### src/rtl/point_link_arbiter.sv
// point_link_arbiter
//   Round-robin arbiter that funnels NREQ = 2**IDW requesters onto a single
//   point-to-point master link, one outstanding transaction at a time.
//   A winner's payload is issued as {valid, id, payload} on link_o for one
//   cycle. The matching {valid, id, payload} word returning on link_i is then
//   routed back to that requester as a one-cycle rsp_valid pulse.
//
//   Optional feature: define POINT_LINK_ARB_TIMEOUT_EN to build a response
//   timeout. A transaction that sees no matching response within TIMEOUT
//   cycles then completes with rsp_err=1 and rsp_data=0. Without the macro,
//   no counter is built, rsp_err stays 0 and the arbiter waits indefinitely.
//
// Ports
//   clock      rising-edge clock
//   reset      asynchronous active-high reset
//   req        per-requester request level (held until granted)
//   req_data   requester payloads, requester i at [i*WIDTH +: WIDTH]
//   gnt        one-hot one-cycle grant pulse
//   link_o     word to the point master (all-zero except in the issue cycle)
//   link_i     word from the point master
//   rsp_valid  one-hot one-cycle response pulse
//   rsp_data   response payload (zero unless rsp_valid)
//   rsp_err    timeout flag, qualified by rsp_valid
//   stray      one-cycle pulse on an unexpected link_i word
//   busy       high while a transaction is outstanding
module point_link_arbiter #(
  parameter int IDW     = 2,
  parameter int WIDTH   = 8,
  parameter int TIMEOUT = 16,
  localparam int NREQ   = 2**IDW,
  localparam int LW     = 1 + IDW + WIDTH
) (
  input  logic                    clock,
  input  logic                    reset,
  input  logic [NREQ-1:0]         req,
  input  logic [NREQ*WIDTH-1:0]   req_data,
  output logic [NREQ-1:0]         gnt,
  output logic [LW-1:0]           link_o,
  input  logic [LW-1:0]           link_i,
  output logic [NREQ-1:0]         rsp_valid,
  output logic [WIDTH-1:0]        rsp_data,
  output logic                    rsp_err,
  output logic                    stray,
  output logic                    busy
);

  typedef enum logic [0:0] {
    ST_IDLE = 1'b0,
    ST_WAIT = 1'b1
  } state_t;

  state_t           state_r, state_s;
  logic [IDW-1:0]   last_id_r, last_id_s;
  logic [IDW-1:0]   cur_id_r, cur_id_s;

  logic [NREQ-1:0]  gnt_s;
  logic [LW-1:0]    link_s;
  logic [NREQ-1:0]  rsp_valid_s;
  logic [WIDTH-1:0] rsp_data_s;
  logic             rsp_err_s;
  logic             stray_s;
  logic             busy_s;

  logic [IDW-1:0]   win_s;
  logic             found_s;
  logic [IDW-1:0]   idx_s;

  logic             link_valid_s;
  logic [IDW-1:0]   link_id_s;
  logic [WIDTH-1:0] link_pay_s;

`ifdef POINT_LINK_ARB_TIMEOUT_EN
  logic [15:0]      cnt_r, cnt_s;
`endif

  assign link_valid_s = link_i[LW-1];
  assign link_id_s    = link_i[WIDTH +: IDW];
  assign link_pay_s   = link_i[WIDTH-1:0];

  // Round-robin search: first set request starting at last_id+1, wrapping.
  // The index arithmetic wraps naturally because NREQ is a power of two.
  always_comb begin
    win_s   = '0;
    found_s = 1'b0;
    idx_s   = '0;
    for (int off = 1; off <= NREQ; off++) begin
      idx_s = last_id_r + IDW'(off);
      if (!found_s && req[idx_s]) begin
        win_s   = idx_s;
        found_s = 1'b1;
      end else begin
        found_s = found_s;
      end
    end
  end

  // Next-state and next-output logic for the IDLE/WAIT transaction FSM.
  always_comb begin
    state_s     = state_r;
    last_id_s   = last_id_r;
    cur_id_s    = cur_id_r;
    gnt_s       = '0;
    link_s      = '0;
    rsp_valid_s = '0;
    rsp_data_s  = '0;
    rsp_err_s   = 1'b0;
    stray_s     = 1'b0;
    busy_s      = busy;
`ifdef POINT_LINK_ARB_TIMEOUT_EN
    cnt_s       = cnt_r;
`endif
    case (state_r)
      ST_IDLE: begin
        // Nothing is outstanding, so any valid link word is unexpected.
        stray_s = link_valid_s;
`ifdef POINT_LINK_ARB_TIMEOUT_EN
        cnt_s   = 16'd0;
`endif
        if (found_s) begin
          state_s  = ST_WAIT;
          cur_id_s = win_s;
          gnt_s    = NREQ'(1) << win_s;
          link_s   = {1'b1, win_s, req_data[win_s*WIDTH +: WIDTH]};
          busy_s   = 1'b1;
        end else begin
          busy_s   = 1'b0;
        end
      end
      ST_WAIT: begin
        if (link_valid_s && (link_id_s == cur_id_r)) begin
          // A matching response wins even on the timeout edge.
          state_s     = ST_IDLE;
          last_id_s   = cur_id_r;
          rsp_valid_s = NREQ'(1) << cur_id_r;
          rsp_data_s  = link_pay_s;
          busy_s      = 1'b0;
        end else begin
          stray_s = link_valid_s;
`ifdef POINT_LINK_ARB_TIMEOUT_EN
          // cnt_r is 0 in the first WAIT cycle, so TIMEOUT-1 marks the
          // last cycle the response is allowed to arrive in.
          if (cnt_r == 16'(TIMEOUT - 1)) begin
            state_s     = ST_IDLE;
            last_id_s   = cur_id_r;
            rsp_valid_s = NREQ'(1) << cur_id_r;
            rsp_err_s   = 1'b1;
            busy_s      = 1'b0;
          end else begin
            cnt_s       = cnt_r + 16'd1;
            busy_s      = 1'b1;
          end
`else
          busy_s = 1'b1;
`endif
        end
      end
      default: begin
        state_s = ST_IDLE;
        busy_s  = 1'b0;
      end
    endcase
  end

  // State, arbitration history and registered outputs.
  always_ff @(posedge clock or posedge reset) begin
    if (reset) begin
      state_r   <= ST_IDLE;
      last_id_r <= IDW'(NREQ - 1);
      cur_id_r  <= '0;
      gnt       <= '0;
      link_o    <= '0;
      rsp_valid <= '0;
      rsp_data  <= '0;
      rsp_err   <= 1'b0;
      stray     <= 1'b0;
      busy      <= 1'b0;
    end else begin
      state_r   <= state_s;
      last_id_r <= last_id_s;
      cur_id_r  <= cur_id_s;
      gnt       <= gnt_s;
      link_o    <= link_s;
      rsp_valid <= rsp_valid_s;
      rsp_data  <= rsp_data_s;
      rsp_err   <= rsp_err_s;
      stray     <= stray_s;
      busy      <= busy_s;
    end
  end

`ifdef POINT_LINK_ARB_TIMEOUT_EN
  // Response wait counter, cleared while idle.
  always_ff @(posedge clock or posedge reset) begin
    if (reset) begin
      cnt_r <= 16'd0;
    end else begin
      cnt_r <= cnt_s;
    end
  end
`endif

endmodule

### config.mk
export PLATFORM = sky130hd
export DESIGN_NAME = point_link_arbiter
export DESIGN_NICKNAME = d
export VERILOG_FILES = /design/src/rtl/point_link_arbiter.sv
export SDC_FILE = /design/constraint.sdc
export NUM_CORES = 1
export LEC_CHECK = 0
export BUFFER_PORTS_ARGS = -buffer_cell sky130_fd_sc_hd__buf_2
export CAP_MARGIN = 30
export CORE_MARGIN = 10
export CORE_UTILIZATION = 48
export CTS_BUF_LIST = sky130_fd_sc_hd__clkbuf_4 sky130_fd_sc_hd__clkbuf_8
export DETAILED_ROUTE_END_ITERATION = 6
export GPL_TIMING_DRIVEN = 0
export PLACE_DENSITY = 0.92
export SETUP_SLACK_MARGIN = 0.15
export SLEW_MARGIN = 20
export SYNTH_ARGS = -nofsm -noshare
export SYNTH_HDL_FRONTEND = slang
export SYNTH_SLANG_ARGS = --single-unit
export TNS_END_PERCENT = 100
### constraint.sdc
create_clock -name clock -period 3 [get_ports clock]
set_input_delay 0.6 -clock clock [delete_from_list [all_inputs] [get_ports clock]]
set_output_delay 0.6 -clock clock [all_outputs]
set_load 0.05 [all_outputs]
# Word-level counts from Yosys, hierarchy flattened
# Cells that the tools add are included.
dict set report op_classes {
  n_eq_ne 1
  shift 3
  reduce_logical 9
  n_bitwise 1
  add_sub_neg 3
  n_lt_le_gt_ge 4
  mux 29
}
# cell count
set op_table {}
lappend op_table {{32-bit by 6-bit variable part select with 8-bit output} 1}
lappend op_table {{11-bit two-way mux} 2}
lappend op_table {{4-bit two-way mux} 4}
lappend op_table {{8-bit two-way mux} 2}
lappend op_table {{2-bit by 3-bit less-than comparator with 1-bit output (second input constant)} 4}
lappend op_table {{1-bit two-way mux} 11}
lappend op_table {{1-bit binary-select mux with 2-bit select} 4}
lappend op_table {{2-bit two-way mux} 4}
lappend op_table {{1-bit by 2-bit left shift with 4-bit output (first input constant)} 2}
lappend op_table {{2-bit adder (second input constant)} 2}
lappend op_table {{1-bit logical AND} 4}
lappend op_table {{1-bit case mux with 2 select lines} 2}
lappend op_table {{2-bit AND reduction} 2}
lappend op_table {{1-bit zero test} 3}
lappend op_table {{2-bit by 1-bit adder with 2-bit output (second input constant)} 1}
lappend op_table {{2-bit equality test} 1}
lappend op_table {{1-bit inverter} 1}
dict set report word_totals {
  inputBits 49
  out_inout_bits 30
  elab_cells 58
  reg_bits 33
}

# Depth between registers and ports, before layout
# Gate-level depths: netlist (run 1).
dict set report logic_depth {
  ltp_word 16
  depth_mapped 6
  depth_no_buf 5
}

# Least setup slack after synthesis (run 1)
# OpenSTA, ideal clock, no wires.
dict set report synth_timing {
  path_type {in2reg}
  startpoint {in req[3]}
  endpoint {reg link_o[0]}
  arrival_ns 1.552
  path_slack_ns 1.318
  required_time_ns 2.869
  path_buffers 1
  setup_time_ns 0.131
  cell_stages 6
  cell_sequence {nand2b_1 o21ai_2 a211oi_4 buf_8 mux2i_1 o22ai_1}
}
dict set report synth_between {
  elab_chain_len 15
  elab_cells_between_ends 25
  classes_between {1 x shift; 18 x mux; 6 x reduce/logical}
}
# element line
set synth_lines {}
lappend synth_lines {{start, declared} 35} ;# input logic [NREQ-1:0] req,
lappend synth_lines {{1-bit binary-select mux with 2-bit select} 88} ;# if (!found_s && req[idx_s]) begin
lappend synth_lines {{1-bit two-way mux (implied by the code)} 88}
lappend synth_lines {{1-bit two-way mux} 88}
lappend synth_lines {{1-bit zero test} 88}
lappend synth_lines {{1-bit logical AND} 88}
lappend synth_lines {{1-bit two-way mux} 88}
lappend synth_lines {{1-bit zero test} 88}
lappend synth_lines {{1-bit logical AND} 88}
lappend synth_lines {{1-bit two-way mux} 88}
lappend synth_lines {{1-bit zero test} 88}
lappend synth_lines {{1-bit logical AND} 88}
lappend synth_lines {{2-bit two-way mux} 88}
lappend synth_lines {{32-bit by 6-bit variable part select with 8-bit output} 123} ;# link_s = {1'b1, win_s, req_data[win_s*WIDTH +: WIDTH]};
lappend synth_lines {{11-bit two-way mux *} 119} ;# if (found_s) begin
lappend synth_lines {{11-bit two-way mux *} 112} ;# case (state_r)
lappend synth_lines {{via link_s[0]} 57} ;# logic [LW-1:0] link_s;
lappend synth_lines {{end signal, assigned} 182} ;# link_o <= link_s;
lappend synth_lines {{end, declared} 38} ;# output logic [LW-1:0] link_o,
# The timed path passes the listed nets; every way through them passes the cells marked *. The select of a mux whose other input is x is not followed.
# A chain may end at the register's enable or synchronous reset.

# Worst setup path after layout (run 1)
dict set report layout_timing {
  startpoint {reg last_id_r[0]}
  endpoint {reg link_o[5]}
}
dict set report layout_between {
  elab_chain_len 16
  elab_cells_between_ends 28
  classes_between {3 x add/sub; 1 x shift; 18 x mux; 6 x reduce/logical}
}
# element line
set layout_lines {}
lappend layout_lines {{start, declared} 53} ;# logic [IDW-1:0] last_id_r, last_id_s;
lappend layout_lines {{start signal, assigned} 168} ;# last_id_r <= IDW'(NREQ - 1);
lappend layout_lines {{start signal, assigned} 179} ;# last_id_r <= last_id_s;
lappend layout_lines {{2-bit by 1-bit adder with 2-bit output} 87} ;# idx_s = last_id_r + IDW'(off);
lappend layout_lines {{1-bit binary-select mux with 2-bit select} 88}
lappend layout_lines {{1-bit two-way mux (implied by the code)} 88}
lappend layout_lines {{1-bit two-way mux} 88}
lappend layout_lines {{1-bit zero test} 88}
lappend layout_lines {{1-bit logical AND} 88}
lappend layout_lines {{1-bit two-way mux} 88}
lappend layout_lines {{1-bit zero test} 88}
lappend layout_lines {{1-bit logical AND} 88}
lappend layout_lines {{1-bit two-way mux} 88}
lappend layout_lines {{1-bit zero test} 88}
lappend layout_lines {{1-bit logical AND} 88}
lappend layout_lines {{2-bit two-way mux} 88}
lappend layout_lines {{32-bit by 6-bit variable part select with 8-bit output} 123}
lappend layout_lines {{11-bit two-way mux *} 119}
lappend layout_lines {{11-bit two-way mux *} 112}
lappend layout_lines {{via link_s[5]} 57}
# Marks and branches as above.

==> results of run 1 <==
[sequential cells by signal, indices dropped and copies added, names as in the netlist]
register	count
rsp_data	8
gnt	4
cur_id_r	2
state_r	1
link_o	11
stray	1
last_id_r	2
rsp_valid	4
[where the power goes]
group | internal, mW | switching (mW)
logic | 0.234 | 0.475
clock network | 0.170 | 0.144
registers | 0.546 | 0.0534
total | 0.949 | 0.673
[cells by family (layout without fill, tap and decap cells)]
family / Yosys count / in the layout / share of synthesized area, %
AO/OA/AOI/OAI: 18 / 18 / 9.42
buffers and inverters: 12 / 96 / 4.98
AND/OR/NAND/NOR: 30 / 30 / 11.7
other: 1 / 1 / 0.271
flip-flops: 33 / 33 / 60.0
multiplexers: 17 / 17 / 12.4
XOR/XNOR: 2 / 2 / 1.27
[metal layers]
| layer | up-vias | part of all wire, % |
|---|---|---|
| met5 | - | 0 |
| met4 | 0 | 1.3 |
| met3 | 6 | 15 |
| met2 | 65 | 45 |
| met1 | 509 | 39 |
| li1 | 553 | - |
[layout by cell type, fill, tap and decap left out]
master and instances:
nor4_1 3, a31oi_1 1, mux2i_1 16, dfrtp_1 31
clkbuf_4 5, nor2_1 8, buf_4 1, inv_2 1
conb_1 1, nand2_1 2, clkinv_2 1, buf_8 1
o21ai_2 1, nor3_1 2, nand2b_2 1, clkbuf_1 1
nand2b_1 3, bufinv_16 1, o21ai_0 2, dfstp_2 2
a21oi_2 1, o22ai_1 8, and2_1 8, o211ai_1 1
nand3_1 1, buf_6 1, buf_2 78, mux2_2 1
nor2b_1 1, a211oi_4 1, a21oi_1 2, o221ai_1 1
and3_1 1, inv_1 6, xnor2_1 2
[area by class of cell]
class | count | area, um^2 | area share [%]
clock buffer | 5 | 37.5 | 2.00
buffer | 5 | 42.5 | 2.27
multi-input combinational | 68 | 484 | 25.8
sequential | 33 | 828 | 44.1
clock inverter | 2 | 35.0 | 1.87
inverter | 7 | 26.3 | 1.40
tap | 31 | 38.8 | 2.07
timing repair buffer | 77 | 385 | 20.5
[path summary, 6_finish.rpt]
path,startpoint,cells after the start,endpoint
worst max-delay path,last_id_r[0]$_DFFE_PP1P_,6,link_o[5]$_DFF_PP0_
worst min-delay path,reset,2,link_o[9]$_DFF_PP0_
worst max register to register,last_id_r[0]$_DFFE_PP1P_,6,link_o[5]$_DFF_PP0_
worst min register to register,last_id_r[0]$_DFFE_PP1P_,2,last_id_r[0]$_DFFE_PP1P_
max in group asynchronous,reset,2,rsp_valid[1]$_DFF_PP0_
min in group clock,link_i[5],2,rsp_data[5]$_DFF_PP0_
==> metrics.txt, run 1 <==
later-pin clock latency in the skew report=0.34 ns; count leader, synth=dfrtp_1; grt ovf=0; unrepaired setup endpoints after global routing=no; DRT iter0 DRCs=45; Via Count=1133; CTS Hold Buffers Added=0; ranking of synthesized cells by area=dfrtp_1 (56%), mux2i_1 (12%), dfstp_2 (3.8%); P&R area growth vs syn=36.0%; Worst-Margin Slew=0.652 ns; vias in the first global route=about 1.2k; M2 GR Usage=19.4%; Crit Path Class=reg -> reg; crit path time final=1.79 ns; CTS H-tree lvls=2; Final HPWL DP=2840 um; Placer Congestion=a little over 0.8; Max Slew Vio Count=0; gr usage total=13.0%; Pre-antenna DRT Iters=5; met3 GRT Util=9.42%; status=finished, final reports clean; final instance area=~0.0019 mm^2; max frequency=559 MHz; Ant. Diodes=0; Worst EP required=3.22 ns; Peak VDD IR=a little over 0.6 mV; Synth Warn #=0; Final TNS setup=0 ns; syn_nets=162; Critical path buffers and inverters=1; first-pass GRT wire length=5410 um; Final Power=~1.6 mW; max_slew headroom=56.5%; Worst R2R Setup Slack=1.21 ns; PortBufs=77; Synth cell types=31; core area=0.00276 mm^2; Critical-path top delay cell=dfstp_2; TritonCTS clock tree=built; Hold WC Path Type=in -> async; Hold WS=roughly 0.34 ns; dpl ws=between 0.9 and 1 ns; Worst Setup End Kind=flip-flop; Post-Route WL=~3500 um; top cell type's share of synthesized area=56.2%; GRT met1 Usage=13.8%; asr flop ratio synth=100%; Crit Path Max Fanout=10; Area after DPL=0.00181 mm^2; Cell Count, Final, Fillers Out=228; sequential-to-total area share from yosys stat=60.0%; Detail Route Antenna Nets=0; # fillers=240; setup violators final=0; clock buffer count from CTS=5; share of layout cells above drive strength 1=48.7%; initial antenna violation count=0; CTS Buffer Depth=2; Final WS setup=1.21 ns; die height=73.6 um; DRC=0; Worst setup SP type=flip-flop; Placed Cells incl. Taps=221; postcts setup bufs=0; Leakage=1.08 nW; die width=73.6 um; cts repair resizes=0; Synth top cells by count=dfrtp_1 (31), mux2i_1 (16), and2_1 (8), nor2_1 (8), o22ai_1 (8); Rows=19; mean post-synth cell area=around 12 um^2; clk sink count=33; critical path cell sequence=nand2b_1, o21ai_2, a211oi_4, buf_6, mux2i_1, o22ai_1; Die ar.=0.00542 mm^2; DR WL/cell=15.2 um; busiest grt layer=met2; synthesized instance count=113; Nets=about 250; final worst-path cycle share=59.6%; initial core utilization=roughly half; post-layout util=68.1%; Critical Path AT=2.01 ns; max incr delay on CP=around 0.54 ns; Synth Flop Type=dfrtp_1; Hold Violations, Final=0; CTS clk-pin slew, worst paths=between 0.1 and 0.15 ns; Via density=around 5.0; CP top delay family=compound AO/OA/AOI/OAI gates; Max-Cap Viols=0; FF+latch count, synth=33; Synth Cell Area=between 0.001 and 0.0015 mm^2; Power Density=864 mW/mm^2; Post-synth EDFFs=0; pin count of the biggest net entering global routing=34; area leader, netlist=dfrtp_1; CTS root buf=clkbuf_4; number of I/O pins=roughly 80; clk_skew=around 0.012 ns
(Power assumes the default switching activity.)
==> run 2, diff against run 1 <==
--- a/config.mk
+++ b/config.mk
@@ -8,11 +8,11 @@
 export BUFFER_PORTS_ARGS = -buffer_cell sky130_fd_sc_hd__buf_2
 export CAP_MARGIN = 30
 export CORE_MARGIN = 10
-export CORE_UTILIZATION = 48
+export CORE_UTILIZATION = 40
 export CTS_BUF_LIST = sky130_fd_sc_hd__clkbuf_4 sky130_fd_sc_hd__clkbuf_8
 export DETAILED_ROUTE_END_ITERATION = 6
 export GPL_TIMING_DRIVEN = 0
-export PLACE_DENSITY = 0.92
+export PLACE_DENSITY = 0.83
 export SETUP_SLACK_MARGIN = 0.15
 export SLEW_MARGIN = 20
 export SYNTH_ARGS = -nofsm -noshare
==> constraint.sdc (replaced) <==
create_clock -name clock -period 1.6 [get_ports clock]
set_input_delay 0.32 -clock clock [delete_from_list [all_inputs] [get_ports clock]]
set_output_delay 0.32 -clock clock [all_outputs]
set_load 0.05 [all_outputs]
==> metrics.txt, run 2 (same netlist as run 1, synthesis figures left out) <==
status=complete, but fails checks; failing checks=setup timing; initial antenna violation count=0; DRT iter0 DRCs=61; Leakage=1.15 nW; Critical Path AT=1.89 ns; most common cell after layout, fill and taps aside=buf_2; core area=0.00334 mm^2; Ant. Diodes=0; Sequential Area=831 um^2; Worst setup SP type=flip-flop; Max-Cap Viols=0; most flop-heavy register=link_o; CTS root buf=clkbuf_4; clock buffer count from CTS=5; Die ar.=0.00620 mm^2; Final HPWL DP=2910 um; PortBufs=77; unrepaired setup endpoints after global routing=yes; Final Power=3.41 mW; post-layout util=61.7%; Final TNS setup=-0.583 ns; WP depth=7; Post-Route WL=3790 um; Via Count=approximately 1.2k; CTS Hold Buffers Added=0; most frequent cells in the layout=buf_2 (77), dfrtp_1 (29), mux2i_1 (15); Placer Congestion=0.749; vias in the first global route=1206; critical path cell sequence=nand2b_4, o21ai_4, a211oi_4, buf_6, buf_8, mux2i_1, o22ai_1; Rows=21; Hold WS=between 0.06 and 0.07 ns; Hold WC Path Type=in -> async; Power Density=1660 mW/mm^2; max_slew headroom=57.2%; FF-to-FF path depth=7; Crit Reg-Reg Startpoint=last_id_r[0]$_DFFE_PP1P_; Worst EP required=1.80 ns; biggest regs=link_o: 11 flops, rsp_data: 8 flops; CP top delay family=flip-flops; CTS clk-pin slew, worst paths=0.10 ns; later-pin clock latency in the skew report=0.33 ns; pin count of the biggest net entering global routing=34; Hold Violations, Final=0; DR WL/cell=approximately 15 um; Critical path buffers and inverters=2; Worst R2R Setup Slack=-0.09 ns; Worst-Margin Slew=0.636 ns; max incr delay on CP=0.56 ns; Via density=approximately 4.7; Worst Setup End Kind=flip-flop; CTS Buffer Depth=2; Crit Path Max Fanout=5; Peak VDD IR=0.788 mV; grt ovf=0; clk sink count=33; die height=78.8 um; crit path time final=1.69 ns; CTS H-tree lvls=2; max frequency=592 MHz; initial core utilization=between 40% and 50%; # fillers=slightly below 300; Critical Path Start=last_id_r[0]$_DFFE_PP1P_; number of I/O pins=79; Pre-antenna DRT Iters=4; Crit Path Class=reg -> reg; first-pass GRT wire length=about 5700 um; TritonCTS clock tree=built; Nets=around 250; die width=78.8 um; DRC=0; Final WS setup=-0.0898 ns; gr usage total=11.7%; clk_skew=0.00907 ns; share of layout cells above drive strength 1=56.7%; Largest register FFs=11; Max Slew Vio Count=0; P&R area growth vs syn=49.0%; Detail Route Antenna Nets=0; area of the multi-input gates=552 um^2; final worst-path cycle share=106%; Critical-path top delay cell=dfstp_2; setup violators final=9
## run 2: area by class of cell
| class | instances | share of cell area [%] |
|---|---|---|
| Buffer | 5 | 2.55 |
| Multi-Input combinational cell | 68 | 26.8 |
| Timing Repair Buffer | 82 | 21.9 |
| Clock buffer | 7 | 2.86 |
| Inverter | 7 | 1.28 |
| Tap cell | 46 | 2.80 |
| Sequential cell | 33 | 40.4 |
| Clock inverter | 1 | 1.46 |
## run 2: what timing repair did
item                                    in CTS  in global routing
pin swaps                                    1                  2
buffers inserted                             4                  0
resized for setup                            9                  9
endpoints found under the setup margin      27                 28
cloned                                       1                  0
## run 2: report_power, final
group          leakage, nW  total, mW  internal [mW]  switching (mW)
clock network       0.0489      0.663          0.390           0.273
logic                0.668       1.60          0.635           0.965
registers            0.437       1.14           1.03           0.117
## run 2: metal layers
layer | routed length, um | GRT usage [%]
met5 | 0 | 0
met4 | 102 | 6.63
met3 | 274 | 4.62
met2 | 2100 | 20.9
met1 | 1310 | 11.1
## run 2: worst paths after layout
path,endpoint
max in group asynchronous,state_r$_DFF_PP0_
worst min register to register,link_o[8]$_DFF_PP0_
worst max register to register,link_o[5]$_DFF_PP0_
worst min-delay path,cur_id_r[1]$_DFFE_PP0P_
min in group clock,rsp_data[4]$_DFF_PP0_
worst max-delay path,link_o[5]$_DFF_PP0_
## run 2: stage by stage
stage / cells / instance area, um^2 / setup slack (ns)
floorplan: 113 / 1400 / 0.0120
global placement: 236 / 1840 / -0.148
detailed placement: 236 / 1840 / -0.212
CTS: 249 / 2010 / -0.0687
global route: 249 / 2060 / -0.157
finish: 249 / 2060 / -0.0898
